## src/rtl/cselect_pkg.sv

```systemverilog
// Shared definitions for the block-serial carry-select subtractor: FSM encoding and
// helpers that derive block count and counter width from the operand geometry.
package cselect_pkg;

  typedef enum logic [1:0] {
    StIdle = 2'd0,
    StRun  = 2'd1,
    StDone = 2'd2
  } state_e;

  function automatic int unsigned num_blocks(input int unsigned m, input int unsigned n);
    return m / n;
  endfunction

  // At least one bit so a single-block configuration still has a legal counter.
  function automatic int unsigned cnt_width(input int unsigned k);
    return (k > 1) ? $clog2(k) : 1;
  endfunction

endpackage

```

## src/rtl/cselect_sub_seq_if.sv

```systemverilog
// Start/done handshake plus operand and result buses of the serial subtractor.
interface cselect_sub_seq_if #(
  parameter int unsigned M = 32
);
  logic         start;
  logic [M-1:0] A;
  logic [M-1:0] B;
  logic         busy;
  logic         done;
  logic [M-1:0] Diff;
  logic         Bout;

  modport master (
    output start, A, B,
    input  busy, done, Diff, Bout
  );

  modport slave (
    input  start, A, B,
    output busy, done, Diff, Bout
  );
endinterface

```

## src/rtl/csel_block.sv

```systemverilog
// One N-bit carry-select slice: both carry-in candidates are formed, cin picks one.
module csel_block #(
  parameter int unsigned N = 4
) (
  input  logic [N-1:0] a,
  input  logic [N-1:0] b_n,
  input  logic         cin,
  output logic [N-1:0] sum,
  output logic         cout
);

  logic [N:0] s0;
  logic [N:0] s1;

  always_comb begin
    s0 = {1'b0, a} + {1'b0, b_n};
    s1 = {1'b0, a} + {1'b0, b_n} + (N + 1)'(1);
    {cout, sum} = cin ? s1 : s0;
  end

endmodule

```

## src/rtl/cselect_sub_seq.sv

```systemverilog
// Block-serial subtractor: Diff = A - B over M/N cycles using one time-multiplexed
// carry-select slice; the registered carry starts at 1 so A + ~B + 1 yields the difference.
module cselect_sub_seq
  import cselect_pkg::*;
#(
  parameter int unsigned M = 32,
  parameter int unsigned N = 4
) (
  input logic               clk,
  input logic               rst_n,
  cselect_sub_seq_if.slave  bus
);

  localparam int unsigned K  = num_blocks(M, N);
  localparam int unsigned CW = cnt_width(K);

  if (M % N != 0) begin : g_width_check
    $error("cselect_sub_seq: M must be a multiple of N");
  end

  state_e         state_q;
  logic [CW-1:0]  cnt_q;
  logic [M-1:0]   a_q;
  logic [M-1:0]   bn_q;
  logic [M-1:0]   diff_q;
  logic           carry_q;
  logic           bout_q;
  logic           busy_q;
  logic           done_q;

  logic [N-1:0]   blk_a;
  logic [N-1:0]   blk_bn;
  logic [N-1:0]   blk_sum;
  logic           blk_cout;

  always_comb begin
    blk_a  = '0;
    blk_bn = '0;
    for (int unsigned i = 0; i < K; i++) begin
      if (cnt_q == CW'(i)) begin
        blk_a  = a_q[i*N +: N];
        blk_bn = bn_q[i*N +: N];
      end
    end
  end

  csel_block #(
    .N (N)
  ) u_blk (
    .a    (blk_a),
    .b_n  (blk_bn),
    .cin  (carry_q),
    .sum  (blk_sum),
    .cout (blk_cout)
  );

  always_ff @(posedge clk or negedge rst_n) begin
    if (!rst_n) begin
      state_q <= StIdle;
      cnt_q   <= '0;
      a_q     <= '0;
      bn_q    <= '0;
      diff_q  <= '0;
      carry_q <= 1'b1;
      bout_q  <= 1'b0;
      busy_q  <= 1'b0;
      done_q  <= 1'b0;
    end else begin
      unique case (state_q)
        // DONE accepts a new start exactly like IDLE for back-to-back throughput.
        StIdle, StDone: begin
          done_q <= 1'b0;
          if (bus.start) begin
            a_q     <= bus.A;
            bn_q    <= ~bus.B;
            cnt_q   <= '0;
            carry_q <= 1'b1;
            busy_q  <= 1'b1;
            state_q <= StRun;
          end else begin
            state_q <= StIdle;
          end
        end
        StRun: begin
          for (int unsigned i = 0; i < K; i++) begin
            if (cnt_q == CW'(i)) diff_q[i*N +: N] <= blk_sum;
          end
          carry_q <= blk_cout;
          cnt_q   <= cnt_q + 1'b1;
          if (cnt_q == CW'(K - 1)) begin
            bout_q  <= ~blk_cout;
            busy_q  <= 1'b0;
            done_q  <= 1'b1;
            state_q <= StDone;
          end
        end
        default: state_q <= StIdle;
      endcase
    end
  end

  assign bus.busy = busy_q;
  assign bus.done = done_q;
  assign bus.Diff = diff_q;
  assign bus.Bout = bout_q;

endmodule
```

## src/flat_wrapper.sv

```systemverilog
// flat-port wrapper written by rule: the top's interface ports become plain ports
module cselect_sub_seq_flat import cselect_pkg::*;
#(
  parameter int unsigned M = 32,
  parameter int unsigned N = 4
)
  (clk, rst_n, bus_start, bus_A, bus_B, bus_busy, bus_done, bus_Diff, bus_Bout);
  cselect_sub_seq_if #(.M(M)) bus_i ();
  input logic clk;
  input logic rst_n;
  input wire logic [$bits(bus_i.start)-1:0] bus_start;
  input wire logic [$bits(bus_i.A)-1:0] bus_A;
  input wire logic [$bits(bus_i.B)-1:0] bus_B;
  output wire logic [$bits(bus_i.busy)-1:0] bus_busy;
  output wire logic [$bits(bus_i.done)-1:0] bus_done;
  output wire logic [$bits(bus_i.Diff)-1:0] bus_Diff;
  output wire logic [$bits(bus_i.Bout)-1:0] bus_Bout;
  assign bus_i.start = bus_start;
  assign bus_i.A = bus_A;
  assign bus_i.B = bus_B;
  assign bus_busy = bus_i.busy;
  assign bus_done = bus_i.done;
  assign bus_Diff = bus_i.Diff;
  assign bus_Bout = bus_i.Bout;
  cselect_sub_seq #(.M(M), .N(N)) u_core (.clk(clk), .rst_n(rst_n), .bus(bus_i));
endmodule
```

## config.mk

```make
export PLATFORM = sky130hd
export DESIGN_NAME = cselect_sub_seq_flat
export DESIGN_NICKNAME = d
export VERILOG_FILES = /design/src/rtl/cselect_pkg.sv /design/src/rtl/cselect_sub_seq_if.sv /design/src/rtl/csel_block.sv /design/src/rtl/cselect_sub_seq.sv /design/src/flat_wrapper.sv
export SDC_FILE = /design/constraint.sdc
export NUM_CORES = 1
export LEC_CHECK = 0
export BUFFER_PORTS_ARGS = -buffer_cell sky130_fd_sc_hd__buf_4
export CAP_MARGIN = 20
export CORE_AREA = 2 2 115 117
export DETAILED_ROUTE_END_ITERATION = 12
export DIE_AREA = 0 0 117 119
export HOLD_SLACK_MARGIN = 0.05
export PLACE_DENSITY = 0.64
export RECOVER_POWER = 50
export SLEW_MARGIN = 20
export SYNTH_ARGS = -nofsm -noshare
export SYNTH_HDL_FRONTEND = slang
export SYNTH_HIERARCHICAL = 1
export SYNTH_SLANG_ARGS = --single-unit
```

## constraint.sdc

```tcl
create_clock -name clk -period 8.2 [get_ports clk]
set_input_delay 0.82 -clock clk [delete_from_list [all_inputs] [get_ports clk]]
set_output_delay 0.82 -clock clk [all_outputs]
set_load 0.01 [all_outputs]
```

==> summary.txt, run 1 <==
status - finished, violations left
failing checks - capacitance limit, slew limit
largest family of logic cells by synthesized area - simple AND/OR/NAND/NOR gates
Post-synth EDFFs - 0
startpoint types - flip-flop
Post-Synth Adder-Cell Area - 0.0317
share of flip-flops with an asynchronous set or reset - 1.00
simple-gate share of the synthesized area - 0.156
Worst Skew - 6.00 ps
final wirelength - 11900 microns
Routability Congestion - 0.826
Worst Path Class, Setup - reg -> reg
Critical path buffers and inverters - 2
die area - 13900 sq um
Final Cycle Share - 0.582
count of cell types in the netlist - 39
count leader, synth - nand2_1
Worst Hold Class - reg -> reg
vias per cell - 5.03
post_cts resized - 0
Flop pwr share - 0.315
row count - 42
slowest stage delay, CP - 630 ps
Post-CTS Hold Fix Bufs - 0
fin crit period - 4770 ps
clock sink count - 105
final setup margin - 3430 ps
xor/xnor share of the synthesized area - 0.00881
worst-path fanout max - 16
largest cells by area after synthesis - dfrtp_1 52%, nand2_1 10%, mux2_2 5.2%
Yosys reg bits - 105
cts bufs inserted - 9
final setup vio count - 0
initial antenna violation count - 0
Yosys top cell by area - dfrtp_1
power share of the clock group - 0.156
DR vias - 3812
slew margin rel. - -1.32
Post-synth top cells - 134 x nand2_1, 104 x dfrtp_1, 42 x o21ai_0, 25 x a21oi_1, 23 x mux2_2
Leak - 2.80 nW
P per Cell Area - 500 nW/um^2
starting DRC count in detailed routing - 200
synthesized netlist cell count - 496
fmax - 0.210 GHz
dpl ws - 3490 ps
switching pwr - 0.00129 W
Final Max Slew Viols - 144
DRT antenna net count - 0
initial core utilization - 0.386
mean post-synth cell area - 10.0 sq um
global-route usage over all layers - 0.181
worst slew pin tran - 3480 ps
Compound-Gate Fraction of Synth Area - 0.146
routed length per instance - 15.7 microns
post-synthesis mux area share - 0.0792
IO Port Bufs - 101
CTS clk-pin slew, worst paths - 70 ps
Synth Warn # - 6
RSZ-0062 raised after global routing - false
Max Cap Viol - 2
post-DP HPWL - 8410 microns
fraction of layout cells with a size suffix above 1 - 0.210
total power - 0.00300 W
WP data arrival - 5050 ps
Critical Path RT - 8480 ps
final hold vios - 0
clk_lat worst skew - 350 ps
first-pass GRT wire length - 19500 microns
CTS tree - built
root buffer cell - clkbuf_16
I/O pins - 102
layout net count - 656
slowest cell on the critical path - xnor2_1
H-tree Lvls - 3
Peak VDD IR - 0.000299 V
Ant. Diodes - 0
Critical Path Sink Type - flip-flop
Util after Layout - 0.466
Sw Share - 0.431
area share of the largest cell type after synthesis - 0.523
TNS Setup - 0 ps
setup bufs post-CTS - 0
Die Width - 117 microns
Synth Net Count - 575
Area growth, synth to finish - 20.6%
grt total ovfl - 0
crit-path leading delay family - XOR/XNOR gates
Pint - 0.00171 W
Chip Height - 119 microns
core area - 12900 sq um
Comb power frac - 0.529
DRC Markers - 0
pin count of the biggest net entering global routing - 96
WHS - 480 ps
CTS Buffer Depth - 2
top_reg_cell synth - dfrtp_1
cells along the critical path - inv_1 -> ha_1 -> nor2b_1 -> a21oi_1 -> a31oi_1 -> ha_1 -> inv_1 -> fa_1 -> xor2_1 -> nor3_1 -> xnor2_1 -> xnor2_1 -> mux2_2
vias in the first global route - 3845
synthesized area - 4970 sq um
TritonRoute pass-1 iters - 4
Seq/Total Area, Yosys - 0.529
cell type report:
type                            instances  area, sq um
Fill cell                            1232         6880
Sequential cell                       105         2630
Multi-Input combinational cell        340         2100
Timing Repair Buffer                  104          653
Clock buffer                           11          253
Tap cell                              176          220
Clock inverter                          5         77.6
Inverter                               17         63.8
layer usage:
metal	wire length (microns)	share of wire	vias up	GRT usage
met5	0	0	-	0
met4	201	0.017	0	0.0676
met3	569	0.048	14	0.0361
met2	5650	0.48	102	0.285
met1	5470	0.46	1842	0.247
li1	-	-	1854	-
power by group through the flow:
stage / Clock, W / Sequential [W] / Combinational (W)
global route: 0.000506 / 0.000978 / 0.00177
global placement: 0 / 0.000946 / 0.00158
detailed placement: 0 / 0.000955 / 0.00164
CTS: 0.000481 / 0.000946 / 0.00165
floorplan: 0 / 0.000936 / 0.00114
finish: 0.000468 / 0.000946 / 0.00159
through the flow:
| step | std cells | area (sq um) |
|---|---|---|
| final | 758 | 6000 |
| after global routing | 758 | 6000 |
| after CTS | 758 | 6130 |
| after detailed placement | 742 | 5800 |
| after global placement | 742 | 5800 |
| after floorplan | 496 | 4970 |
cells in the final DEF (no fill, tap or decap), types with 11 or more instances in the layout:
cell,count
dfrtp_1,104
o21ai_0,42
ha_1,11
nor2b_1,11
a21oi_1,25
nand2_1,134
mux2_2,23
inv_1,17
clkbuf_1,34
buf_4,70
path summary, 6_finish.rpt:
check,from,to,slack [ps],cells after the start
max,u_core/cnt_q[2],u_core/bus.Diff[23],3430,13
min,u_core/a_q[31],u_core/a_q[31],480,2
max reg2reg,u_core/cnt_q[2],u_core/bus.Diff[23],3430,13
min reg2reg,u_core/a_q[31],u_core/a_q[31],480,2
max in group asynchronous,rst_n,u_core/bn_q[30],5160,2
min in group asynchronous,rst_n,u_core/bus.Diff[12],1220,1
cells by family after synthesis:
logic type                 Yosys count
buffers and inverters               51
muxes                               32
adders and majority gates           12
AOI/OAI and AO/OA                  115
and+or+nand+nor                    176
DFF                                105
xor gates and xnor gates             5
flip-flops by register name, summed over array words and instances, names as in the netlist:
name and cells:
u_core/a_q 32, u_core/bn_q 32, u_core/bus.Diff 32, u_core/cnt_q 3
u_core/state_q 2, u_core/bus.Bout 1, u_core/bus.busy 1, u_core/bus.done 1
u_core/carry_q 1
worst min-delay path, cell delays in order, from the launching register on:
cell and delay [ps]:
dfrtp_1 350, nand2_1 50, nand2_1 60
Power figures use the tool's default switching activity.
==> run 2: changes to the inputs <==
PLACE_DENSITY = 0.67   (was 0.64)
clock period = 4.1 ns   (was 8.2 ns; I/O delays follow)
==> summary.txt, run 2 (synthesis results as in run 1) <==
status - finished, violations left
failing checks - capacitance limit, slew limit
fmax - 0.263 GHz
post-DP HPWL - 8630 microns
Leak - 2.81 nW
TritonRoute pass-1 iters - 6
CTS tree - built
initial antenna violation count - 0
total power - 0.00602 W
Chip Height - 119 microns
cells along the critical path - ha_1 -> ha_1 -> or2_1 -> a221o_1 -> a31oi_1 -> ha_1 -> inv_1 -> fa_1 -> inv_1 -> ha_1 -> nand2_1 -> or4_1 -> a2bb2oi_1 -> nand3_1 -> o21ai_0
worst-path fanout max - 8
Routability Congestion - 0.830
global-route usage over all layers - 0.179
DRC Markers - 0
I/O pins - 102
grt total ovfl - 0
Worst Path Class, Setup - reg -> reg
worst slew pin tran - 1800 ps
cts bufs inserted - 9
Peak VDD IR - 0.000577 V
Reg-to-Reg End - u_core/bus.Bout
Post-CTS Hold Fix Bufs - 0
Critical Path RT - 4310 ps
CP most frequent cell - ha_1
slowest cell on the critical path - fa_1
core area - 12900 sq um
reg-to-reg setup timing slack - 290 ps
fin crit period - 3810 ps
Critical Path Sink Type - flip-flop
H-tree Lvls - 3
layout net count - 664
pin count of the biggest net entering global routing - 75
die area - 13900 sq um
Ant. Diodes - 0
Hold Crit Start - bus_B[8]
final hold vios - 0
slowest stage delay, CP - 480 ps
row count - 42
clock sink count - 105
Die Width - 117 microns
crit-path leading delay family - adder cells
TNS Setup - 0 ps
DRT antenna net count - 0
CTS Buffer Depth - 2
Worst Setup SP - u_core/cnt_q[0]
leading cell types in the layout, fill and taps excluded - 134 x nand2_1, 104 x dfrtp_1, 74 x buf_4, 42 x o21ai_0, 37 x clkbuf_1
first-pass GRT wire length - 19500 microns
Worst Skew - 6.20 ps
Reg-to-Reg Start - u_core/cnt_q[0]
fraction of layout cells with a size suffix above 1 - 0.225
dpl ws - 65.7 ps
RSZ-0062 raised after global routing - false
initial core utilization - 0.386
Final Max Slew Viols - 108
vias in the first global route - 3926
routed length per instance - 15.4 microns
startpoint types - flip-flop
WP data arrival - 4020 ps
Final Cycle Share - 0.928
commonest non-fill, non-tap cell in the layout - nand2_1
IO Port Bufs - 101
Critical path buffers and inverters - 2
starting DRC count in detailed routing - 243
Max Cap Viol - 2
final setup vio count - 0
Worst Hold Path Cells - 2
final setup margin - 294 ps
Hold EP - u_core/bn_q[8]
DR vias - 3867
root buffer cell - clkbuf_16
vias per cell - 5.05
clk_lat worst skew - 340 ps
final wirelength - 11800 microns
Fillers - 1245
CTS clk-pin slew, worst paths - 70 ps
P per Cell Area - 997 nW/um^2
reg2reg path depth - 15
Worst Hold Class - in -> reg
Area growth, synth to finish - 21.4%
slew margin rel. - -0.200
==> run 2: changes by cell type in the layout (fill, tap and decap cells not counted), sizes merged <==
cell,before,now
buf,70,74
clkinv,2,1
clkinvlp,1,2
bufinv,2,0
clkbuf,45,49
inv,17,19
==> run 2: area by class of cell <==
class                   count  area (sq um)  share of cell area
clock buffers              11           253              0.0419
clock inverters             5          37.5             0.00622
inverters                  17          63.8              0.0106
multi-input cells         340          2130               0.353
flip-flops and latches    105          2630               0.436
well taps                 176           220              0.0365
repair buffers            112           699               0.116
==> run 2: layer usage <==
layer	up-vias	GRT usage	routed length, microns
li1	1867	-	-
met1	1856	0.241	5330
met2	128	0.295	5670
met3	16	0.0382	658
met4	0	0.0412	157
met5	-	0	0
==> run 2: how the worst max path moves through the flow <==
stage                               end  slack [ps]  cells past startpoint
floorplan               u_core/bus.Bout         540                     18
global placement    u_core/bus.Diff[27]         180                     13
detailed placement  u_core/bus.Diff[31]          70                     13
CTS                 u_core/bus.Diff[31]          40                     13
global route            u_core/bus.Bout          30                     15
finish                  u_core/bus.Bout         290                     15
==> run 2: power breakdown <==
part / internal (W) / switching, W
logic: 0.00137 / 0.00195
registers: 0.00156 / 0.000313
clock network: 0.000448 / 0.000374
==> run 2: metrics by stage <==
step	hold slack, ps	util	cell area, sq um	cells
6_report	251	0.469	6040	766
5_1_grt	238	0.469	6040	766
4_1_cts	243	0.477	6150	766
3_5_place_dp	461	0.455	5860	750
3_3_place_gp	457	0.455	5860	750
2_1_floorplan	114	-	4970	496
==> run 2: timing repair <==
| action | in CTS | in global routing |
|---|---|---|
| setup buffers | 0 | 0 |
| setup endpoints to repair | 0 | 26 |
| gates resized for setup | 0 | 6 |
==> run 3: changes to the inputs <==
CORE_AREA = 2 2 112 114   (was 2 2 115 117)
DIE_AREA = 0 0 114 116   (was 0 0 117 119)
SYNTH_HIERARCHICAL = not set   (was 1)
==> summary.txt, run 3 <==
TNS Setup - 0 ps
slew margin rel. - -0.278
core area - 11900 sq um
I/O pins - 102
Ant. Diodes - 0
starting DRC count in detailed routing - 215
Routability Congestion - 0.869
area share of the largest cell type after synthesis - 0.550
top_reg_cell synth - dfrtp_1
final wirelength - 11200 microns
pin count of the biggest net entering global routing - 101
Post-synth top cells - 104 x dfrtp_1, 70 x nand2_1, 64 x o21ai_0, 32 x mux2_2, 30 x a21oi_1
CTS clk-pin slew, worst paths - 70 ps
metal1 wirelength - 5340 microns
vias per cell - 5.11
H-tree Lvls - 3
fraction of layout cells with a size suffix above 1 - 0.241
Register Area - 2630 sq um
root buffer cell - clkbuf_16
Yosys reg bits - 105
Hold Crit Start - bus_B[8]
final hold vios - 0
grt total ovfl - 0
mean post-synth cell area - 10.5 sq um
total power - 0.00566 W
Post-DP Area - 5650 sq um
row count - 40
Worst Hold Class - in -> reg
DRC Markers - 0
DR vias - 3567
layout net count - 625
WHS - 246 ps
commonest non-fill, non-tap cell in the layout - dfrtp_1
worst-path fanout max - 9
share of flip-flops with an asynchronous set or reset - 1.00
clk_lat worst skew - 350 ps
Final Cycle Share - 0.936
Peak VDD IR - 0.000606 V
leading cell types in the layout, fill and taps excluded - 104 x dfrtp_1, 76 x buf_4, 70 x nand2_1, 64 x o21ai_0, 36 x clkbuf_1
initial core utilization - 0.397
Met3 Wirelength - 582 microns
Seq/Total Area, Yosys - 0.556
Worst Skew - 9.00 ps
met2 WL - 5070 microns
failing checks - capacitance limit, slew limit
RSZ-0062 raised after global routing - false
Leak - 2.66 nW
final setup vio count - 0
DR top layer - met4
P per Cell Area - 973 nW/um^2
largest cells by area after synthesis - dfrtp_1 55%, mux2_2 7.6%, o21ai_0 6.8%
Post-synth EDFFs - 0
WP data arrival - 4050 ps
Yosys top cell by area - dfrtp_1
post_cts resized - 0
Synth Net Count - 528
Post-CTS Hold Fix Bufs - 0
synthesized area - 4730 sq um
first-pass GRT wire length - 18100 microns
count leader, synth - dfrtp_1
Max Cap Viol - 2
startpoint types - flip-flop
CTS tree - built
Area growth, synth to finish - 23.0%
fmax - 0.260 GHz
routed length per instance - 16.1 microns
vias in the first global route - 3583
TritonRoute pass-1 iters - 4
clock sink count - 105
DRT antenna net count - 0
status - finished, violations left
setup bufs post-CTS - 0
Final Max Slew Viols - 108
synthesized netlist cell count - 449
Worst Path Class, Setup - reg -> reg
initial antenna violation count - 0
multi-input logic area - 1960 sq um
post-route cell area - 5820 sq um
IO Port Bufs - 101
Worst Setup SP - u_core.cnt_q[1]
count of cell types in the netlist - 40
CTS Buffer Depth - 2
fin crit period - 3840 ps
Critical Path Sink Type - flip-flop
die area - 13200 sq um
Chip Height - 116 microns
cts bufs inserted - 9
Critical Path RT - 4310 ps
Reg-to-Reg Start - u_core.cnt_q[1]
Fillers - 1138
worst slew pin tran - 1920 ps
post-DP HPWL - 8400 microns
Die Width - 114 microns
Util after Layout - 0.488
Synth Warn # - 0
global-route usage over all layers - 0.175
-- run 3: cells by family (layout without fill, tap and decap cells) --
family / Yosys count / count (layout) / share of synthesized area
AND/OR/NAND/NOR: 121 / 121 / 0.116
AO/OA/AOI/OAI: 139 / 139 / 0.178
adder cells (fa/ha/maj): 12 / 12 / 0.0333
flip-flops: 105 / 105 / 0.556
XOR/XNOR: 5 / 5 / 0.00926
buffers and inverters: 35 / 137 / 0.0317
multiplexers: 32 / 32 / 0.0762
-- run 3: cell type report --
type | instances | area share
well taps | 147 | 0.0316
clock inverters | 7 | 0.0138
inverters | 8 | 0.00516
repair buffers | 113 | 0.122
flip-flops and latches | 105 | 0.452
multi-input cells | 309 | 0.337
clock buffers | 9 | 0.0387
-- run 3: critical path, stage by stage, from the launching register on --
cell and delay (ps):
dfrtp_1 390, inv_1 90, ha_1 290, and2b_1 280, a221oi_2 70, o41ai_1 360, a21oi_1 130, o31ai_1 320
ha_1 240, inv_1 60, fa_1 500, inv_1 60, ha_1 180, nand2_1 110, xor2_1 450, o21ai_0 180
-- run 3: power by group --
group	switching, W	total, W	internal (W)
Sequential	0.000354	0.00191	0.00155
Combinational	0.00168	0.00288	0.00121
Clock	0.000388	0.000866	0.000478
-- run 3: per-stage QoR --
stage | setup slack [ps] | cells
finish | 261 | 698
global route | 32.0 | 698
CTS | 290 | 698
detailed placement | 320 | 682
global placement | 471 | 682
floorplan | 744 | 449
-- run 3: path summary, 6_finish.rpt --
check | slack, ps | endpoint | cells past startpoint
worst max-delay path | 260 | u_core.bus.Diff[14] | 15
worst min-delay path | 250 | u_core.bn_q[8] | 2
worst max register to register | 260 | u_core.bus.Diff[14] | 15
worst min register to register | 480 | u_core.bus.Diff[24] | 2
max in group asynchronous | 1080 | u_core.a_q[14] | 2
min in group asynchronous | 500 | u_core.bus.Diff[24] | 1
-- run 3: routing by layer --
metal,vias to the layer above,track usage
li1,1755,-
met1,1696,0.240
met2,101,0.278
met3,15,0.0392
met4,0,0.0602
met5,-,0
